--- src/rtl/priv_trap_sequencer.sv ---
// -----------------------------------------------------------------------------
// priv_trap_sequencer
//
// Machine-mode trap entry / MRET sequencer. One event at a time is accepted in
// IDLE (exception > MRET > enabled interrupt, with MEI > MSI > MTI). The
// pipeline is then drained and one atomic CSR update is issued. Fetch is then
// redirected to the trap vector or the MRET target. This block owns the current
// privilege level.
//
// Ports
//   CLK, nRST          clock (rising edge), asynchronous active-low reset
//   ex_valid/_cause/   exception on the oldest instruction, its cause,
//   ex_pc/ex_tval      PC and trap value
//   int_pc             PC of next unretired instruction (mepc for interrupts)
//   mret_req           MRET at commit
//   mip_reg, mie_reg   pending / enabled interrupt CSRs
//   mstatus_mie/mpie/  current mstatus fields
//   mstatus_mpp
//   mtvec_reg          trap vector base + mode
//   mepc_reg           current mepc (MRET target)
//   pipe_drained       pipeline empty, no outstanding memory ops
//   redirect_ack       fetch accepted the redirect
//   flush_req          pipeline flush/drain request (DRAIN and COMMIT)
//   csr_wen            one-cycle strobe applying all CSR outputs below
//   trap_not_ret       1: trap entry (mcause/mepc/mtval valid), 0: MRET
//   mcause_o, mepc_o,  new CSR values, valid while csr_wen is high
//   mtval_o, mie_o,
//   mpie_o, mpp_o
//   priv_o             current privilege level (registered)
//   redirect_valid/pc  fetch redirect request and target
//   dbg_state_o        current FSM state (IDLE=0, DRAIN=1, COMMIT=2, REDIRECT=3)
//
// Redirect handshake: redirect_valid rises in REDIRECT and stays high with
// redirect_pc stable until a cycle in which redirect_ack is sampled high; that
// cycle completes the transfer and the FSM returns to IDLE on the same edge.
// -----------------------------------------------------------------------------
module priv_trap_sequencer #(
  parameter logic [1:0] RESET_PRIV = 2'h3,
  parameter bit         HAS_U_MODE = 1'b1
) (
  input  logic        CLK,
  input  logic        nRST,
  input  logic        ex_valid,
  input  logic [30:0] ex_cause,
  input  logic [31:0] ex_pc,
  input  logic [31:0] ex_tval,
  input  logic [31:0] int_pc,
  input  logic        mret_req,
  input  logic [31:0] mip_reg,
  input  logic [31:0] mie_reg,
  input  logic        mstatus_mie,
  input  logic        mstatus_mpie,
  input  logic [1:0]  mstatus_mpp,
  input  logic [31:0] mtvec_reg,
  input  logic [31:0] mepc_reg,
  input  logic        pipe_drained,
  input  logic        redirect_ack,
  output logic        flush_req,
  output logic        csr_wen,
  output logic        trap_not_ret,
  output logic [31:0] mcause_o,
  output logic [31:0] mepc_o,
  output logic [31:0] mtval_o,
  output logic        mie_o,
  output logic        mpie_o,
  output logic [1:0]  mpp_o,
  output logic [1:0]  priv_o,
  output logic        redirect_valid,
  output logic [31:0] redirect_pc,
  output logic [1:0]  dbg_state_o
);

  typedef enum logic [1:0] {
    S_IDLE     = 2'd0,
    S_DRAIN    = 2'd1,
    S_COMMIT   = 2'd2,
    S_REDIRECT = 2'd3
  } state_t;

  localparam logic [1:0]  U_MODE        = 2'd0;
  localparam logic [1:0]  RESERVED_MODE = 2'd2;
  localparam logic [1:0]  M_MODE        = 2'd3;
  localparam logic [1:0]  TVEC_VECTORED = 2'd1;
  localparam logic [31:0] IRQ_MASK      = 32'h0000_0888; // MEI(11), MTI(7), MSI(3)
  localparam logic [31:0] ALIGN_MASK    = 32'hFFFF_FFFC;

  state_t      state_q, state_d;
  logic [1:0]  priv_q, priv_d;
  logic        is_irq_q, is_irq_d;
  logic        is_mret_q, is_mret_d;
  logic [30:0] cause_q, cause_d;
  logic [31:0] pc_q, pc_d;
  logic [31:0] tval_q, tval_d;
  logic [31:0] redirect_pc_q, redirect_pc_d;
  logic        flush_q, flush_d;
  logic        csr_wen_q, csr_wen_d;
  logic        redirect_valid_q, redirect_valid_d;

  // Interrupt selection
  logic [31:0] irq_pend;
  logic        irq_any;
  logic        irq_en;
  logic [30:0] irq_cause;

  // Values produced during COMMIT
  logic [31:0] commit_target;
  logic [1:0]  commit_priv;
  logic [31:0] vec_offset;

  always_comb begin
    irq_pend = mip_reg & mie_reg & IRQ_MASK;
    irq_any  = |irq_pend;
    // Lower privilege can always be interrupted by M-mode interrupts.
    irq_en   = (priv_q != M_MODE) | mstatus_mie;
    if (irq_pend[11])     irq_cause = 31'd11;
    else if (irq_pend[3]) irq_cause = 31'd3;
    else                  irq_cause = 31'd7;
  end

  // Trap/MRET target and privilege, evaluated from live CSR inputs in COMMIT.
  always_comb begin
    vec_offset = '0;
    if ((mtvec_reg[1:0] == TVEC_VECTORED) && is_irq_q) begin
      vec_offset = {1'b0, cause_q} << 2;
    end
    if (is_mret_q) begin
      commit_target = mepc_reg & ALIGN_MASK;
      if (mstatus_mpp == RESERVED_MODE) begin
        commit_priv = HAS_U_MODE ? U_MODE : M_MODE;
      end else begin
        commit_priv = mstatus_mpp;
      end
    end else begin
      commit_target = (mtvec_reg & ALIGN_MASK) + vec_offset;
      commit_priv   = M_MODE;
    end
  end

  // CSR update payload, only driven while the strobe is high.
  always_comb begin
    trap_not_ret = 1'b0;
    mcause_o     = '0;
    mepc_o       = '0;
    mtval_o      = '0;
    mie_o        = 1'b0;
    mpie_o       = 1'b0;
    mpp_o        = '0;
    if (state_q == S_COMMIT) begin
      if (is_mret_q) begin
        mie_o  = mstatus_mpie;
        mpie_o = 1'b1;
        mpp_o  = HAS_U_MODE ? U_MODE : M_MODE;
      end else begin
        trap_not_ret = 1'b1;
        mcause_o     = {is_irq_q, cause_q};
        mepc_o       = pc_q & ALIGN_MASK;
        mtval_o      = is_irq_q ? 32'h0 : tval_q;
        mie_o        = 1'b0;
        mpie_o       = mstatus_mie;
        mpp_o        = priv_q;
      end
    end
  end

  always_comb begin
    state_d       = state_q;
    priv_d        = priv_q;
    is_irq_d      = is_irq_q;
    is_mret_d     = is_mret_q;
    cause_d       = cause_q;
    pc_d          = pc_q;
    tval_d        = tval_q;
    redirect_pc_d = redirect_pc_q;
    case (state_q)
      S_IDLE: begin
        // Losing events are not queued; they are seen again on the next IDLE.
        if (ex_valid) begin
          is_irq_d  = 1'b0;
          is_mret_d = 1'b0;
          cause_d   = ex_cause;
          pc_d      = ex_pc;
          tval_d    = ex_tval;
          state_d   = S_DRAIN;
        end else if (mret_req) begin
          is_irq_d  = 1'b0;
          is_mret_d = 1'b1;
          cause_d   = '0;
          pc_d      = '0;
          tval_d    = '0;
          state_d   = S_DRAIN;
        end else if (irq_en && irq_any) begin
          is_irq_d  = 1'b1;
          is_mret_d = 1'b0;
          cause_d   = irq_cause;
          pc_d      = int_pc;
          tval_d    = '0;
          state_d   = S_DRAIN;
        end
      end
      S_DRAIN: begin
        if (pipe_drained) state_d = S_COMMIT;
      end
      S_COMMIT: begin
        priv_d        = commit_priv;
        redirect_pc_d = commit_target;
        state_d       = S_REDIRECT;
      end
      S_REDIRECT: begin
        if (redirect_ack) state_d = S_IDLE;
      end
      default: state_d = S_IDLE;
    endcase
    flush_d          = (state_d == S_DRAIN) || (state_d == S_COMMIT);
    csr_wen_d        = (state_d == S_COMMIT);
    redirect_valid_d = (state_d == S_REDIRECT);
  end

  always_ff @(posedge CLK or negedge nRST) begin
    if (!nRST) begin
      state_q          <= S_IDLE;
      priv_q           <= RESET_PRIV;
      is_irq_q         <= 1'b0;
      is_mret_q        <= 1'b0;
      cause_q          <= '0;
      pc_q             <= '0;
      tval_q           <= '0;
      redirect_pc_q    <= '0;
      flush_q          <= 1'b0;
      csr_wen_q        <= 1'b0;
      redirect_valid_q <= 1'b0;
    end else begin
      state_q          <= state_d;
      priv_q           <= priv_d;
      is_irq_q         <= is_irq_d;
      is_mret_q        <= is_mret_d;
      cause_q          <= cause_d;
      pc_q             <= pc_d;
      tval_q           <= tval_d;
      redirect_pc_q    <= redirect_pc_d;
      flush_q          <= flush_d;
      csr_wen_q        <= csr_wen_d;
      redirect_valid_q <= redirect_valid_d;
    end
  end

  assign flush_req      = flush_q;
  assign csr_wen        = csr_wen_q;
  assign priv_o         = priv_q;
  assign redirect_valid = redirect_valid_q;
  assign redirect_pc    = redirect_pc_q;
  assign dbg_state_o    = state_q;

endmodule

--- config.mk ---
export PLATFORM = sky130hd
export DESIGN_NAME = priv_trap_sequencer
export DESIGN_NICKNAME = d
export VERILOG_FILES = /design/src/rtl/priv_trap_sequencer.sv
export SDC_FILE = /design/constraint.sdc
export NUM_CORES = 1
export LEC_CHECK = 0
export CAP_MARGIN = 30
export CORE_AREA = 2 2 156 158
export DETAILED_ROUTE_END_ITERATION = 12
export DIE_AREA = 0 0 158 160
export GPL_TIMING_DRIVEN = 0
export HOLD_SLACK_MARGIN = 0.06
export PLACE_DENSITY = 0.7
export REMOVE_ABC_BUFFERS = 1
export SLEW_MARGIN = 15
export SYNTH_ARGS = -nofsm -noshare
export SYNTH_HDL_FRONTEND = slang
export SYNTH_SLANG_ARGS = --single-unit
export TNS_END_PERCENT = 10
--- constraint.sdc ---
create_clock -name CLK -period 3.7 [get_ports CLK]
set_clock_uncertainty 0.05 [all_clocks]
set_input_delay 0.74 -clock CLK [delete_from_list [all_inputs] [get_ports CLK]]
set_output_delay 0.74 -clock CLK [all_outputs]
set_load 0.03 [all_outputs]
# Word-level counts from Yosys, hierarchy flattened
# Index checks and enable logic that the tools add are counted.
# op_classes
addsub	1
muxes	42
eq_ne	9
bitwise_logic	2
reduce_logical	7
# op_table
cell	n
2-to-1 mux 32 bit	15
2-to-1 mux 31 bit	4
adder 32 bit	1
2-to-1 mux 2 bit	9
bitwise AND 12 bit	1
2-to-1 mux 1 bit	12
equality test 2 bit (second input constant)	5
one-hot mux 2 bit (4 select lines)	1
equality test 2 x 1 -> 1 bit (second input constant)	3
2-to-1 mux 3 bit	1
nonzero test 3 bit	1
OR reduction 3 bit	1
logical AND 1 bit	2
zero test 2 bit	1
inequality test 2 bit (second input constant)	1
AND reduction 2 bit	1
logical OR 1 bit	1
OR 1 bit	1
# word_totals
inputBits	265
elab_cells	72
ff_bits	136
out_inout_bits	140

# Longest topological paths before layout
# Gate-level depths: netlist (run 1).
# logic_depth
word_depth	9
mapped_depth	14
depth_no_buf	13

# Least setup slack after synthesis (run 1)
# OpenSTA, ideal clock, no wires.
# synth_path
kind	in2reg
start	input mtvec_reg[0]
end	register redirect_pc_q[30] (netlist: redirect_pc[30])
required_ps	3526
t_arrival_ps	3359
setup_ps	124
path_buffers	1
cell_stages	14
path_slack_ps	167
cell_sequence	nand2_1 nor2_1 clkbuf_1 and2_1 ha_1 fa_1 a211oi_1 o21a_1 o21ai_1 o41ai_4 o311ai_1 a221oi_1 xor2_1 o21ai_1
# synth_via
elab_chain_cells	5
# synth_lines
element	line_no	text
from (decl)	54	input logic [31:0] mtvec_reg,
equality test 2 x 1 -> 1 bit	123	if ((mtvec_reg[1:0] == TVEC_VECTORED) && is_irq_q) begin
logical AND 1 bit	123	
2-to-1 mux 32 bit	123	
adder 32 bit	134	commit_target = (mtvec_reg & ALIGN_MASK) + vec_offset;
2-to-1 mux 32 bit	126	if (is_mret_q) begin
to (signal assigned)	239	redirect_pc_q <= redirect_pc_d;
to (decl)	94	logic [31:0] redirect_pc_q, redirect_pc_d;
# No other way between the ends.
# A chain may end at the register's enable or synchronous reset.

# Worst setup path in the final report (run 1)
# layout_path
start	register state_q[0] (netlist: dbg_state_o[0])
end	output mtval_o[9]
# layout_via
elab_chain_cells	2
# layout_lines
element	line_no	text
from (decl)	87	state_t state_q, state_d;
from (signal assigned)	232	state_q <= state_d;
equality test 2 bit	148	if (state_q == S_COMMIT) begin
2-to-1 mux 32 bit	148	
to (decl)	63	output logic [31:0] mtval_o,
# No other way between the ends.

==> results of run 1 <==
synthesized netlist by cell type (15+ instances only):
| cell | count |
|---|---|
| ha_1 | 31 |
| a21oi_1 | 38 |
| dfrtp_1 | 130 |
| nand2_1 | 203 |
| a22oi_1 | 31 |
| a21o_1 | 15 |
| o21ai_0 | 123 |
| nor2_1 | 29 |
| clkbuf_1 | 64 |
| and3_1 | 73 |
| and2_1 | 62 |
| nand3_1 | 18 |
worst paths after layout:
| kind | to | depth (start not counted) | startpoint |
|---|---|---|---|
| worst max-delay path | mtval_o[9] | 7 | dbg_state_o[0] |
| min in group CLK | pc_q[26] | 2 | pc_q[26] |
| worst min-delay path | cause_q[20] | 1 | nRST |
| worst max register to register | redirect_pc[31] | 13 | is_irq_q |
| max in group asynchronous | dbg_state_o[1] | 2 | nRST |
| worst min register to register | pc_q[26] | 2 | pc_q[26] |
where the power goes:
group          total [uW]  switching (uW)  internal, uW
sequential           2650             475          2180
clock                1740             729          1010
combinational        4020            2380          1640
total                8410            3580          4830
through the flow:
stage	area (um^2)	power (uW)	hold slack (ns)	instances	util, %
floorplan	7660	4750	0.392	884	-
global placement	11400	6410	0.403	1544	48.0
detailed placement	11700	6610	0.412	1555	49.1
CTS	12400	8450	0.196	1594	52.0
global route	12600	8990	0.212	1599	52.9
finish	12600	8410	0.185	1599	52.9
cells by family after synthesis:
family	Yosys count	share of synthesized area, %
other cells	1	0.0470
fa+ha+maj	32	5.11
buf+inv	88	4.44
xor+xnor	18	1.98
mux	8	1.04
simple gates	410	24.6
flops	132	41.4
compound gates	273	21.3
metal layers:
metal / part of all wire (%) / up-vias
met4: 2.2 / 0
met3: 6.1 / 43
met2: 48 / 267
met1: 44 / 3717
met5: 0 / -
li1: - / 3970
registers in the layout, indices dropped and copies added, names as in the netlist:
register	count
csr_wen	1
redirect_valid	1
flush_req	1
cause_q	31
redirect_pc	30
is_mret_q	1
pc_q	30
is_irq_q	1
tval_q	32
dbg_state_o	2
priv_o	2
area by class of cell:
type | count | share of cell area (%)
multi-input combinational | 746 | 36.2
timing repair buffer | 357 | 29.2
sequential | 132 | 26.2
clock buffer | 17 | 3.37
tap | 324 | 3.22
clock inverter | 15 | 1.37
inverter | 7 | 0.337
timing repair inverter | 1 | 0.0695
repair_timing:
item	in CTS	in global routing
buffers inserted	5	5
hold buffers	0	0
gates resized for setup	33	39
setup endpoints to repair	51	13
gates cloned	2	0
pin swaps	6	16
==> metrics.md, run 1 <==
| Metric | Value |
|---|---|
| R2R Setup Slk | 0.35 ns |
| Core ar. | 23,800 um^2 |
| Maximum VDD drop | 0.000479 V |
| DR vias | 7,997 |
| Std-Cell Rows | 57 |
| Io pins | 405 |
| Total congestion overflow | 0 |
| Layout fillers | 2,262 |
| Setup CP Type | reg -> out |
| M1 GR Usage | 28.4% |
| Global-route wire length before repair | 42.4 mm |
| TritonCTS buffer count | 17 |
| GRT Max-Usage Layer | met2 |
| Top delay family on crit path | buffers and inverters |
| CTS tree | done |
| Cell leakage power | 0.00591 uW |
| Status | finished, final reports clean |
| Initial antenna violation count | 1 |
| DR vias/cell | 5.00 |
| Layout cells sized above 1 | 8.16% |
| Multi-input gate area in the final layout | 4570 um^2 |
| Num Clock Sinks | 132 |
| Worst slew pin tran | 0.632 ns |
| Post-DP HPWL | 19.6 mm |
| Initial Util | 33.5% |
| Avg Inst Size Synth | 8.29 um^2 |
| H-tree Lvls | 4 |
| Chip width | 158 um |
| Final worst slack | 0.173 ns |
| Grt met3 use | 4.61% |
| Final Net Count | 1,559 |
| Max cap viols | 0 |
| Final TNS setup | 0 ns |
| EDFF count, synth | 0 |
| Clk Latency, worst-skew pair | 0.42 ns |
| F_max | 284 MHz |
| Slew HR | 57.9% |
| Crit start category | register |
| Yosys top cell area share | 40.8% |
| Gr usage total | 21.4% |
| Clk slew on worst S/H paths | 0.07 ns |
| Commonest non-fill, non-tap cell in the layout | clkdlybuf4s50_1 |
| Final hold vios | 0 |
| WL/cell | 17.2 um |
| Cell taking the most area after synthesis | dfrtp_1 |
| Port Buffers | 336 |
| CTS root buf | clkbuf_16 |
| Ys async rst share | 100% |
| Cell Area, Synth | 7980 um^2 |
| Commonest non-fill, non-tap cells in the layout | clkdlybuf4s50_1, nand2_1, dfrtp_1, o21ai_0, and3_1 |
| Starting DRT DRC Count | 512 |
| Final Setup Violations | 0 |
| DRT antenna net count | 0 |
| Final WL | 27.5 mm |
| Synthesized netlist cell count | 962 |
| Arr. time, crit path | 2.74 ns |
| Synth Register Bits | 132 |
| DRC viols | 0 |
| 1st-pass router iterations | 5 |
| Synth Flop Type | dfrtp_1 |
| Area contributors post-synth | dfrtp_1, nand2_1, o21ai_0, and3_1, and2_1 |
| Required time worst endpoint | 2.91 ns |
| Worst-path cell with the longest stage delay | clkdlybuf4s50_1 |
| Pwr dens | 667 nW/um^2 |
| Crit path cell chain | nor2b_4, buf_16, nand2_1, nor2_4, buf_8, and2_1, clkdlybuf4s50_1 |
| Highest net fanout along the worst path | 30 |
| RSZ-0062 raised after global routing | no |
| Area of the die | 25,300 um^2 |
| Slew Viols, Final | 0 |
| Post-synthesis sequential area ratio | 41.4% |
| Antenna cells | 0 |
| Fin crit share | 95.3% |
| Critical path buffers and inverters | 3 |
| Number of global-route vias before repair | 7,656 |
| Element type at the critical path end | primary output |
| CTS Buffer Depth | 2 |
| Tmin final | 3.53 ns |
| Synthesis-to-layout area growth | 58.0% |
| Distinct cells, synth | 60 |
| GP Congestion | 0.846 |
| Class of the worst hold path | in -> async |
| Slowest stage delay, CP | 0.66 ns |
| Routing usage on met2 | 35.2% |
| Placement Setup Slack | -0.993 ns |
| Die Span Y | 160 um |
| Largest net degree at the start of global routing | 86 |
| Sequential Area | 3310 um^2 |
| Ys Warns | 0 |
No activity file was read; power rests on OpenSTA's default activity.
==> run 2: changes to the inputs <==
CORE_AREA = 8 8 153 155   (was 2 2 156 158)
DIE_AREA = 0 0 161 163   (was 0 0 158 160)
PLACE_DENSITY = 0.77   (was 0.7)
==> metrics.md, run 2 (synthesized netlist as in run 1, its figures left out) <==
| Metric | Value |
|---|---|
| Tmin final | 3.54 ns (+0.00916 ns) |
| Required time worst endpoint | 2.91 ns (about the same) |
| Port Buffers | 336 (unchanged) |
| DR vias | 8,036 (+0.49%) |
| Critical path depth in cells | 8 (+1) |
| Worst slew pin tran | 0.542 ns (-0.0894 ns) |
| Arr. time, crit path | 2.75 ns (about the same) |
| Fin crit share | 95.6% (+0.25 points) |
| Setup CP Type | reg -> out |
| Clk slew on worst S/H paths | 0.06 ns (about the same) |
| Seq pwr share | 31.9% (+0.4 points) |
| Slowest stage delay, CP | 0.49 ns (-0.17 ns) |
| Gate power share | 47.8% (about the same) |
| Top delay family on crit path | buffers and inverters |
| WL/cell | 18.4 um (+7.2%) |
| Chip width | 161 um (+1.9%) |
| Worst reg2reg startpoint | is_irq_q |
| CTS Buffer Depth | 2 (unchanged) |
| H-tree Lvls | 4 (unchanged) |
| Switching Power | 3480 uW (-2.8%) |
| Antenna cells | 0 (unchanged) |
| Final WL | 28.5 mm (+3.6%) |
| Slew Viols, Final | 0 (unchanged) |
| Final hold vios | 0 (unchanged) |
| Final Setup Violations | 0 (unchanged) |
| RSZ-0062 raised after global routing | no |
| Max cap viols | 0 (unchanged) |
| Core ar. | 20,800 um^2 (-13%) |
| Commonest non-fill, non-tap cells in the layout | clkdlybuf4s50_1, nand2_1, dfrtp_1, o21ai_0, and3_1 |
| F_max | 283 MHz (-0.26%) |
| Critical path buffers and inverters | 4 (+1) |
| Area of the die | 26,200 um^2 (+3.8%) |
| R2R Setup Slk | 0.30 ns (-0.05 ns) |
| Switch share | 42.0% (-0.61 points) |
| Initial Util | 38.3% (+4.8 points) |
| Clk Latency, worst-skew pair | 0.41 ns (about the same) |
| Global-route wire length before repair | 44.7 mm (+5.4%) |
| TritonCTS buffer count | 17 (unchanged) |
| Final TNS setup | 0 ns (unchanged) |
| Crit path cell chain | nor2b_4, buf_12, buf_12, nand2_1, nor2_4, buf_4, and2_1, dlygate4sd2_1 |
| Hold_buf cts | 0 (unchanged) |
| CP most frequent cell | buf_12 |
| Post-DP HPWL | 21.5 mm (+9.4%) |
| Largest net degree at the start of global routing | 85 (-1.2%) |
| Total congestion overflow | 0 (unchanged) |
| GP Congestion | 0.841 (-0.60%) |
| Total Power | 8300 uW (-1.4%) |
| DRT antenna net count | 0 (unchanged) |
| Worst-path cell with the longest stage delay | dfrtp_1 |
| Worst reg-to-reg path cell count | 13 (unchanged) |
| CTS tree | done |
| Maximum VDD drop | 0.000371 V (-23%) |
| Initial antenna violation count | 3 (+2) |
| CTS root buf | clkbuf_16 |
| Io pins | 405 (unchanged) |
| Clock power share | 20.3% (-0.4 points) |
| DRC viols | 0 (unchanged) |
| Element type at the critical path end | primary output |
| Highest net fanout along the worst path | 37 (+23%) |
| Die Span Y | 163 um (+1.9%) |
| Commonest non-fill, non-tap cell in the layout | clkdlybuf4s50_1 |
| Starting DRT DRC Count | 541 (+5.7%) |
| Class of the worst hold path | in -> async |
| Layout cells sized above 1 | 6.93% (-1.2 points) |
| Slew HR | 63.9% (+6.0 points) |
| Synthesis-to-layout area growth | 54.8% |
| Status | finished, final reports clean |
| Num Clock Sinks | 132 (unchanged) |
| 1st-pass router iterations | 8 (+3) |
| Max FFs per register | 32 (unchanged) |
| Std-Cell Rows | 53 (-7.0%) |
| Top flop regs | tval_q: 32 flops, cause_q: 31 flops |
| Gr usage total | 21.2% (-0.20 points) |
| Register with the most flip-flops | tval_q |
| Reg2reg end | redirect_pc[31] |
| Cell leakage power | 0.00582 uW (-1.5%) |
| Pint | 4810 uW (-0.32%) |
| Pwr dens | 672 nW/um^2 (+0.68%) |
| Crit start category | register |
| Final Net Count | 1,555 (-0.26%) |
| DR vias/cell | 5.20 (+4.0%) |
| Number of global-route vias before repair | 8,071 (+5.4%) |
run 2: worst register-to-register path: cells and delay by family (launching register included):
kind / cells / cell delay [ns]
AO/OA/AOI/OAI: 5 / 0.93
adder cells (fa/ha/maj): 1 / 0.41
buffers and inverters: 1 / 0.14
flip-flops: 1 / 0.44
AND/OR/NAND/NOR: 6 / 1.30
run 2: worst max-delay path by stage:
stage | slack (ns) | endpoint | startpoint
after CTS | -0.05 | redirect_pc[30] | mtvec_reg[0]
after global routing | 0.02 | mtval_o[26] | dbg_state_o[0]
after global placement | -8.00 | pc_q[22] | ex_valid
final | 0.16 | mtval_o[26] | dbg_state_o[0]
after detailed placement | -0.86 | redirect_pc[31] | mtvec_reg[0]
after floorplan | -2.16 | is_irq_q | mret_req
run 2: power groups by stage:
stage | Clock (uW) | Combinational, uW | Sequential [uW]
3_5_place_dp | 0 | 3980 | 2660
4_1_cts | 1720 | 4000 | 2640
3_3_place_gp | 0 | 3750 | 2660
6_report | 1690 | 3970 | 2640
2_1_floorplan | 0 | 1820 | 2930
5_1_grt | 1790 | 4350 | 2750
run 2: metrics by stage:
step	instances	hold WS, ns	utilization [%]	area, um^2	setup slack, ns
2_1_floorplan	884	0.392	-	7660	-2.16
3_3_place_gp	1495	0.402	54.6	11400	-8.00
3_5_place_dp	1506	0.412	55.9	11600	-0.859
4_1_cts	1545	0.185	59.0	12300	-0.0467
5_1_grt	1545	0.198	59.3	12300	0.0215
6_report	1545	0.176	59.3	12300	0.164
run 2: what timing repair did:
action	in CTS	in global routing
cloned	1	0
pin swaps	7	10
endpoints found under the setup margin	47	37
buffers inserted	7	0
resized for setup	40	15
run 2: final cells by class:
| type | instances | area (um^2) |
|---|---|---|
| Tap cell | 275 | 344 |
| Clock buffer | 20 | 457 |
| Inverter | 7 | 33.8 |
| Fill cell | 1868 | 8470 |
| Multi-Input combinational cell | 746 | 4460 |
| Clock inverter | 11 | 128 |
| Timing Repair Buffer | 354 | 3620 |
| Sequential cell | 132 | 3310 |
run 2: per-layer routing:
layer / part of all wire, % / vias up / wire length, um / track usage (%)
met5: 0.095 / - / 27 / 0
met4: 2.4 / 4 / 683 / 6.73
met3: 7.4 / 42 / 2120 / 6.75
met2: 49 / 278 / 14000 / 35.4
met1: 41 / 3766 / 11700 / 25.8
li1: - / 3946 / - / -
